File: src/rtl/smachine_io_pkg.sv
// Shared definitions for the S-Machine memory-mapped switch/LED I/O port.
// Holds register offsets, event bit positions, bus data type and the
// window-decode helper used by smachine_io_port.
package smachine_io_pkg;

  localparam int unsigned IO_DW    = 8;
  localparam int unsigned IO_AW    = 8;
  localparam int unsigned IO_NEV   = 4;
  localparam int unsigned IO_NLED  = 2;
  localparam int unsigned IO_CNT_W = 8;

  typedef logic [IO_DW-1:0] io_data_t;

  // Register offsets inside the 4-byte window
  localparam logic [1:0] IO_OFF_SW_STATE = 2'd0;
  localparam logic [1:0] IO_OFF_SW_EVENT = 2'd1;
  localparam logic [1:0] IO_OFF_LED      = 2'd2;
  localparam logic [1:0] IO_OFF_IRQ_MASK = 2'd3;

  // Bit positions inside SW_EVENT
  localparam int unsigned EV_SW0_RISE = 0;
  localparam int unsigned EV_SW1_RISE = 1;
  localparam int unsigned EV_SW0_FALL = 2;
  localparam int unsigned EV_SW1_FALL = 3;

  // Decoded bus access presented to the register file
  typedef struct packed {
    logic       wr;
    logic       rd;
    logic [1:0] off;
    io_data_t   data;
  } io_access_t;

  // True when addr falls inside the 4-byte window starting at base
  function automatic logic io_hit(input logic [IO_AW-1:0] addr,
                                  input logic [IO_AW-1:0] base);
    return addr[IO_AW-1:2] == base[IO_AW-1:2];
  endfunction

endpackage

File: src/rtl/smachine_switch_debounce.sv
// Two-flop synchroniser plus counter debounce for one asynchronous switch.
// Ports:
//   clk, rst_n       clock, asynchronous active-low reset
//   sw_async         raw board switch
//   stable           debounced level (registered)
//   rise, fall       one-cycle pulses, asserted in the cycle stable changes
// A change on sw_async reaches stable after 2 + DEBOUNCE_CYCLES clocks; a
// synchronised glitch shorter than DEBOUNCE_CYCLES cycles is discarded.
module smachine_switch_debounce
  import smachine_io_pkg::*;
#(
  parameter int unsigned DEBOUNCE_CYCLES = 4
) (
  input  logic clk,
  input  logic rst_n,
  input  logic sw_async,
  output logic stable,
  output logic rise,
  output logic fall
);

  localparam logic [IO_CNT_W-1:0] CNT_LAST = IO_CNT_W'(DEBOUNCE_CYCLES - 1);
  localparam logic [IO_CNT_W-1:0] CNT_ONE  = IO_CNT_W'(1);

  logic                meta;
  logic                sync;
  logic [IO_CNT_W-1:0] cnt;

  // Synchroniser, stability counter and edge pulses
  always_ff @(posedge clk or negedge rst_n) begin
    if (!rst_n) begin
      meta   <= 1'b0;
      sync   <= 1'b0;
      cnt    <= '0;
      stable <= 1'b0;
      rise   <= 1'b0;
      fall   <= 1'b0;
    end else begin
      meta <= sw_async;
      sync <= meta;
      rise <= 1'b0;
      fall <= 1'b0;
      if (sync == stable) begin
        cnt <= '0;
      end else if (cnt == CNT_LAST) begin
        stable <= sync;
        cnt    <= '0;
        rise   <= sync;
        fall   <= ~sync;
      end else begin
        cnt <= cnt + CNT_ONE;
      end
    end
  end

endmodule

File: src/rtl/smachine_io_port.sv
// Memory-mapped switch/LED I/O port on the CPU side of the S-Machine board.
// Register window (base IO_BASE, 4 bytes):
//   +0 SW_STATE (RO)  {6'b0, stable1, stable0}
//   +1 SW_EVENT (W1C) [0] sw0 rise [1] sw1 rise [2] sw0 fall [3] sw1 fall
//   +2 LED      (RW)  [1:0]
//   +3 IRQ_MASK (RW)  [3:0] when IO_PORT_IRQ_EN is defined, else reads 0
// Ports:
//   clk, rst_n              clock, asynchronous active-low reset
//   enable, addr, wdata     CPU bus enable, address, write data
//   wr_en, rd_en            single-cycle write / read strobes
//   rdata, rd_valid         registered read data, one-cycle valid pulse
//   switch0, switch1        asynchronous board switches
//   led0, led1              LED drives straight from the LED register
//   irq                     (IO_PORT_IRQ_EN only) |(SW_EVENT & IRQ_MASK)
// Configuration macro: IO_PORT_IRQ_EN.
module smachine_io_port
  import smachine_io_pkg::*;
#(
  parameter logic [IO_AW-1:0] IO_BASE         = 8'hF0,
  parameter int unsigned      DEBOUNCE_CYCLES = 4
) (
  input  logic             clk,
  input  logic             rst_n,
  input  logic             enable,
  input  logic [IO_AW-1:0] addr,
  input  io_data_t         wdata,
  input  logic             wr_en,
  input  logic             rd_en,
  output io_data_t         rdata,
  output logic             rd_valid,
  input  logic             switch0,
  input  logic             switch1,
  output logic             led0,
  output logic             led1
`ifdef IO_PORT_IRQ_EN
  ,
  output logic             irq
`endif
);

  logic              stable0, stable1;
  logic              rise0, rise1, fall0, fall1;
  io_access_t        acc;
  logic              hit;
  logic [IO_NLED-1:0] led_q;
  logic [IO_NEV-1:0] ev_q;
  logic [IO_NEV-1:0] ev_set;
  logic [IO_NEV-1:0] ev_clr;
  logic [IO_NEV-1:0] ev_next;
  io_data_t          rd_mux;
  logic              unused_wdata;

  // Upper write-data bits have no storage behind them
  assign unused_wdata = ^wdata[IO_DW-1:IO_NEV];

  // Debouncers run continuously, independent of the bus enable
  smachine_switch_debounce #(
    .DEBOUNCE_CYCLES(DEBOUNCE_CYCLES)
  ) u_deb0 (
    .clk     (clk),
    .rst_n   (rst_n),
    .sw_async(switch0),
    .stable  (stable0),
    .rise    (rise0),
    .fall    (fall0)
  );

  smachine_switch_debounce #(
    .DEBOUNCE_CYCLES(DEBOUNCE_CYCLES)
  ) u_deb1 (
    .clk     (clk),
    .rst_n   (rst_n),
    .sw_async(switch1),
    .stable  (stable1),
    .rise    (rise1),
    .fall    (fall1)
  );

  // Bus decode
  always_comb begin
    hit      = enable && io_hit(addr, IO_BASE);
    acc.wr   = hit && wr_en;
    acc.rd   = hit && rd_en;
    acc.off  = addr[1:0];
    acc.data = wdata;
  end

  // Event flag update: W1C clear first, then set so a coincident set wins
  always_comb begin
    ev_set              = '0;
    ev_set[EV_SW0_RISE] = rise0;
    ev_set[EV_SW1_RISE] = rise1;
    ev_set[EV_SW0_FALL] = fall0;
    ev_set[EV_SW1_FALL] = fall1;
    ev_clr              = '0;
    if (acc.wr && (acc.off == IO_OFF_SW_EVENT)) begin
      ev_clr = acc.data[IO_NEV-1:0];
    end
    ev_next = (ev_q & ~ev_clr) | ev_set;
  end

  always_ff @(posedge clk or negedge rst_n) begin
    if (!rst_n) begin
      ev_q <= '0;
    end else begin
      ev_q <= ev_next;
    end
  end

  // LED register
  always_ff @(posedge clk or negedge rst_n) begin
    if (!rst_n) begin
      led_q <= '0;
    end else if (acc.wr && (acc.off == IO_OFF_LED)) begin
      led_q <= acc.data[IO_NLED-1:0];
    end
  end

  assign led0 = led_q[0];
  assign led1 = led_q[1];

`ifdef IO_PORT_IRQ_EN
  logic [IO_NEV-1:0] mask_q;

  // Interrupt mask register and registered interrupt request
  always_ff @(posedge clk or negedge rst_n) begin
    if (!rst_n) begin
      mask_q <= '0;
      irq    <= 1'b0;
    end else begin
      if (acc.wr && (acc.off == IO_OFF_IRQ_MASK)) begin
        mask_q <= acc.data[IO_NEV-1:0];
      end
      irq <= |(ev_q & mask_q);
    end
  end
`endif

  // Read mux over current (pre-write) register contents
  always_comb begin
    rd_mux = '0;
    case (acc.off)
      IO_OFF_SW_STATE: rd_mux = {6'b0, stable1, stable0};
      IO_OFF_SW_EVENT: rd_mux = IO_DW'(ev_q);
      IO_OFF_LED:      rd_mux = IO_DW'(led_q);
`ifdef IO_PORT_IRQ_EN
      IO_OFF_IRQ_MASK: rd_mux = IO_DW'(mask_q);
`endif
      default:         rd_mux = '0;
    endcase
  end

  // Read response: rdata holds its value when no read hits the window
  always_ff @(posedge clk or negedge rst_n) begin
    if (!rst_n) begin
      rdata    <= '0;
      rd_valid <= 1'b0;
    end else begin
      rd_valid <= acc.rd;
      if (acc.rd) begin
        rdata <= rd_mux;
      end
    end
  end

endmodule

File: config.mk
export PLATFORM = sky130hd
export DESIGN_NAME = smachine_io_port
export DESIGN_NICKNAME = d
export VERILOG_FILES = /design/src/rtl/smachine_io_pkg.sv /design/src/rtl/smachine_switch_debounce.sv /design/src/rtl/smachine_io_port.sv
export SDC_FILE = /design/constraint.sdc
export NUM_CORES = 1
export LEC_CHECK = 0
export ABC_AREA = 0
export CAP_MARGIN = 20
export CORE_MARGIN = 5
export CORE_UTILIZATION = 40
export CTS_CLUSTER_DIAMETER = 120
export DETAILED_ROUTE_END_ITERATION = 10
export GPL_ROUTABILITY_DRIVEN = 0
export PLACE_DENSITY = 0.71
export SYNTH_ARGS = -nofsm -noshare
export SYNTH_HDL_FRONTEND = slang
export SYNTH_SLANG_ARGS = --single-unit
File: constraint.sdc
create_clock -name clk -period 2.08 [get_ports clk]
set_clock_uncertainty 0.1 [all_clocks]
set_input_delay 0.624 -clock clk [delete_from_list [all_inputs] [get_ports clk]]
set_output_delay 0.624 -clock clk [all_outputs]
set_load 0.05 [all_outputs]
==> flow_metrics.env <==
export IMPL_hp_class="register to register"
export IMPL_grt_overflow=0
export IMPL_synth_top_cells_by_area="dfrtp_1 58%, mux2_2 3.5%, xor2_1 3.3%, nand4_1 2.7%, mux2i_1 2.5%"
export IMPL_ctsHtreeMaxLevel=2
export IMPL_grt_usage=0.129
export IMPL_ys_ff_latch=37
export IMPL_fillCellCount=346
export IMPL_vdd_drop_max_uv=443
export IMPL_drcViolationCount=0
export IMPL_rsz0062_at_grt="no"
export IMPL_yosysSeqAreaShare=0.575
export IMPL_yosys_warnings=0
export IMPL_end_kind="register"
export IMPL_drv_slew=0
export IMPL_rr_startpoint="u_deb0.cnt[2]"
export IMPL_fmax_mhz=526
export IMPL_firstDrtPassIters=4
export IMPL_cts_max_path_buffers=2
export IMPL_crit_path_start_kind="register"
export IMPL_hold_start="u_deb1.meta"
export IMPL_die_height_um=73.4
export IMPL_io_pins=34
export IMPL_ys_types=32
export IMPL_whs_ns=0.250
export IMPL_reg2reg_slack_ns=0.18
export IMPL_wl_um=3190
export IMPL_cp_arrival_ns=1.97
export IMPL_power_frac_clock=0.240
export IMPL_clkSinkCount=37
export IMPL_p_sw_frac=0.294
export IMPL_crit_required_ns=2.15
export IMPL_combPwrFrac=0.250
export IMPL_rows=23
export IMPL_core_area_um2=3940
export IMPL_grt_max_degree=38
export IMPL_synth_main_ff_cell="dfrtp_1"
export IMPL_antenna_found_initial=0
export IMPL_synthTopCellsByCount="37 x dfrtp_1, 9 x nor2_1, 7 x nand2_1, 7 x nand4_1"
export IMPL_power_density_nw_per_um2=905
export IMPL_clkSlewWorstSetupHoldPaths_ns=0.07
export IMPL_setup_viol=0
export IMPL_cts_resized=0
export IMPL_final_hold_violation_count=0
export IMPL_multi_input_area_um2=642
export IMPL_cts_setup_buffers=0
export IMPL_seq_power_share=0.510
export IMPL_p_switching_w=0.000538
export IMPL_vias_per_cell=5.32
export IMPL_vias=1192
export IMPL_yosysMostFrequentCell="dfrtp_1"
export IMPL_numCtsBuffers=5
export IMPL_grt_pass1_vias=1285
export IMPL_insertion_delay_ns=0.28
export IMPL_drt_iter0_drc=42
export IMPL_hold_buffers=0
export IMPL_status="complete, no violations"
export IMPL_placed_area_um2=1950
export IMPL_syn_area_um2=1610
export IMPL_io_buffers=25
export IMPL_pre_cts_slack_ns=-0.0792
export IMPL_period_needed_ns=1.90
export IMPL_crit_fanout=4
export IMPL_grt_pass1_wl_um=5310
export IMPL_p_leak_nw=0.937
export IMPL_final_setup_worst_slack_ns=0.178
export IMPL_p_int_w=0.00129
export IMPL_yosysTopAreaCellShare=0.575
export IMPL_start_util=0.408
export IMPL_wl_per_cell_um=14.2
export IMPL_die_width_um=73.4
export IMPL_design_area_um2=2020
export IMPL_crit_type="register to register"
export IMPL_synthCells=137
export IMPL_async_reset_ff_frac=1.00
export IMPL_antennaDiodeCount=0
export IMPL_drv_cap=0
export IMPL_p_total_w=0.00183
export IMPL_fin_crit_sh=0.914
export IMPL_worstSetupStartpoint="u_deb0.cnt[2]"
export IMPL_drive_gt1_frac=0.190
export IMPL_seqCellArea_um2=926
export IMPL_drtAntennaViolNets=0
export IMPL_die_area_um2=5390
export IMPL_area_growth_pct=25.5
export IMPL_cts_tree="built"
export IMPL_hpwl_um=2370
export IMPL_synth_edf_count=0
export IMPL_root_buffer="clkbuf_8"
export IMPL_yosys_area_top_type="dfrtp_1"
export IMPL_finalNetCount=200
export IMPL_synth_area_per_cell_um2=11.7
[flip-flops by register name, summed over array words and instances, names as in the netlist, 2 cells and up]
signal,count
rdata,4
ev_q,4
u_deb0.cnt,8
led_q,2
u_deb1.cnt,8
[area by class of cell]
cell class              instances  area share
multi-input cells              93       0.318
clock inverters                 1     0.00248
inverters                       4     0.00743
clock buffers                   5      0.0341
flip-flops and latches         37       0.458
well taps                      50      0.0310
repair buffers                 34       0.149
[metrics by stage]
stage,utilization,cells,setup TNS [ns]
after floorplan,-,140,0
after global placement,0.493,218,-0.0873
after detailed placement,0.493,218,-0.248
after CTS,0.512,224,0
after global routing,0.512,224,0
final,0.512,224,0
[cell families (layout without fill, tap and decap cells)]
| family | count (synthesis) | after routing | share of synthesized area |
|---|---|---|---|
| DFF | 37 | 37 | 0.575 |
| muxes | 10 | 10 | 0.0692 |
| xor gates and xnor gates | 8 | 8 | 0.0435 |
| buffers and inverters | 10 | 44 | 0.0327 |
| adders and majority gates | 2 | 2 | 0.0155 |
| other | 1 | 4 | 0.00233 |
| AOI/OAI and AO/OA | 20 | 20 | 0.0832 |
| and+or+nand+nor | 49 | 49 | 0.178 |
[power groups by stage]
stage / sequential [W] / clock, W / combinational, W
global route: 0.000949 / 0.000487 / 0.000504
global placement: 0.000937 / 0 / 0.000441
CTS: 0.000932 / 0.000457 / 0.000463
detailed placement: 0.000945 / 0 / 0.000461
floorplan: 0.000957 / 0 / 0.000283
finish: 0.000932 / 0.000439 / 0.000458
[metal layers]
layer,up-vias,wire length (um),GRT usage,share of wire
met1,580,1280,0.137,0.40
met2,51,1520,0.226,0.48
met4,0,54,0.0563,0.017
li1,555,-,-,-
met3,6,332,0.0479,0.10
met5,-,0,0,0
[critical path: stages (launching register included)]
cell	delay (ns)
dfrtp_1	0.38
or4_4	0.55
or4_4	0.46
mux2_4	0.31
[layout by cell type (no fill, tap or decap)]
cell type	instances
a21bo_2	1
a21o_1	4
a21oi_1	6
and2_1	1
and3_1	1
and4_1	1
and4bb_2	1
buf_4	16
clkbuf_8	5
clkdlybuf4s50_1	18
clkinv_2	1
conb_1	4
dfrtp_1	37
ha_1	2
inv_1	4
mux2_2	5
mux2_4	1
mux2i_1	4
nand2_1	7
nand3_1	6
nand4_1	7
nand4b_1	1
nor2_1	9
nor2b_1	1
nor3_1	1
nor3b_1	4
nor4b_1	1
o21ai_0	6
o2bb2ai_1	2
o41ai_2	1
or3_1	6
or4_4	2
xnor2_1	2
xor2_1	6
[final timing paths]
check                           depth (start not counted)       endpoint
worst max register to register                          3  u_deb0.stable
worst min register to register                          0    u_deb1.sync
min in group asynchronous                               2       led_q[1]
worst min-delay path                                    0    u_deb1.sync
worst max-delay path                                    3  u_deb0.stable
max in group asynchronous                               2  u_deb0.cnt[3]
Note: power is estimated with default switching activity, not from simulation.
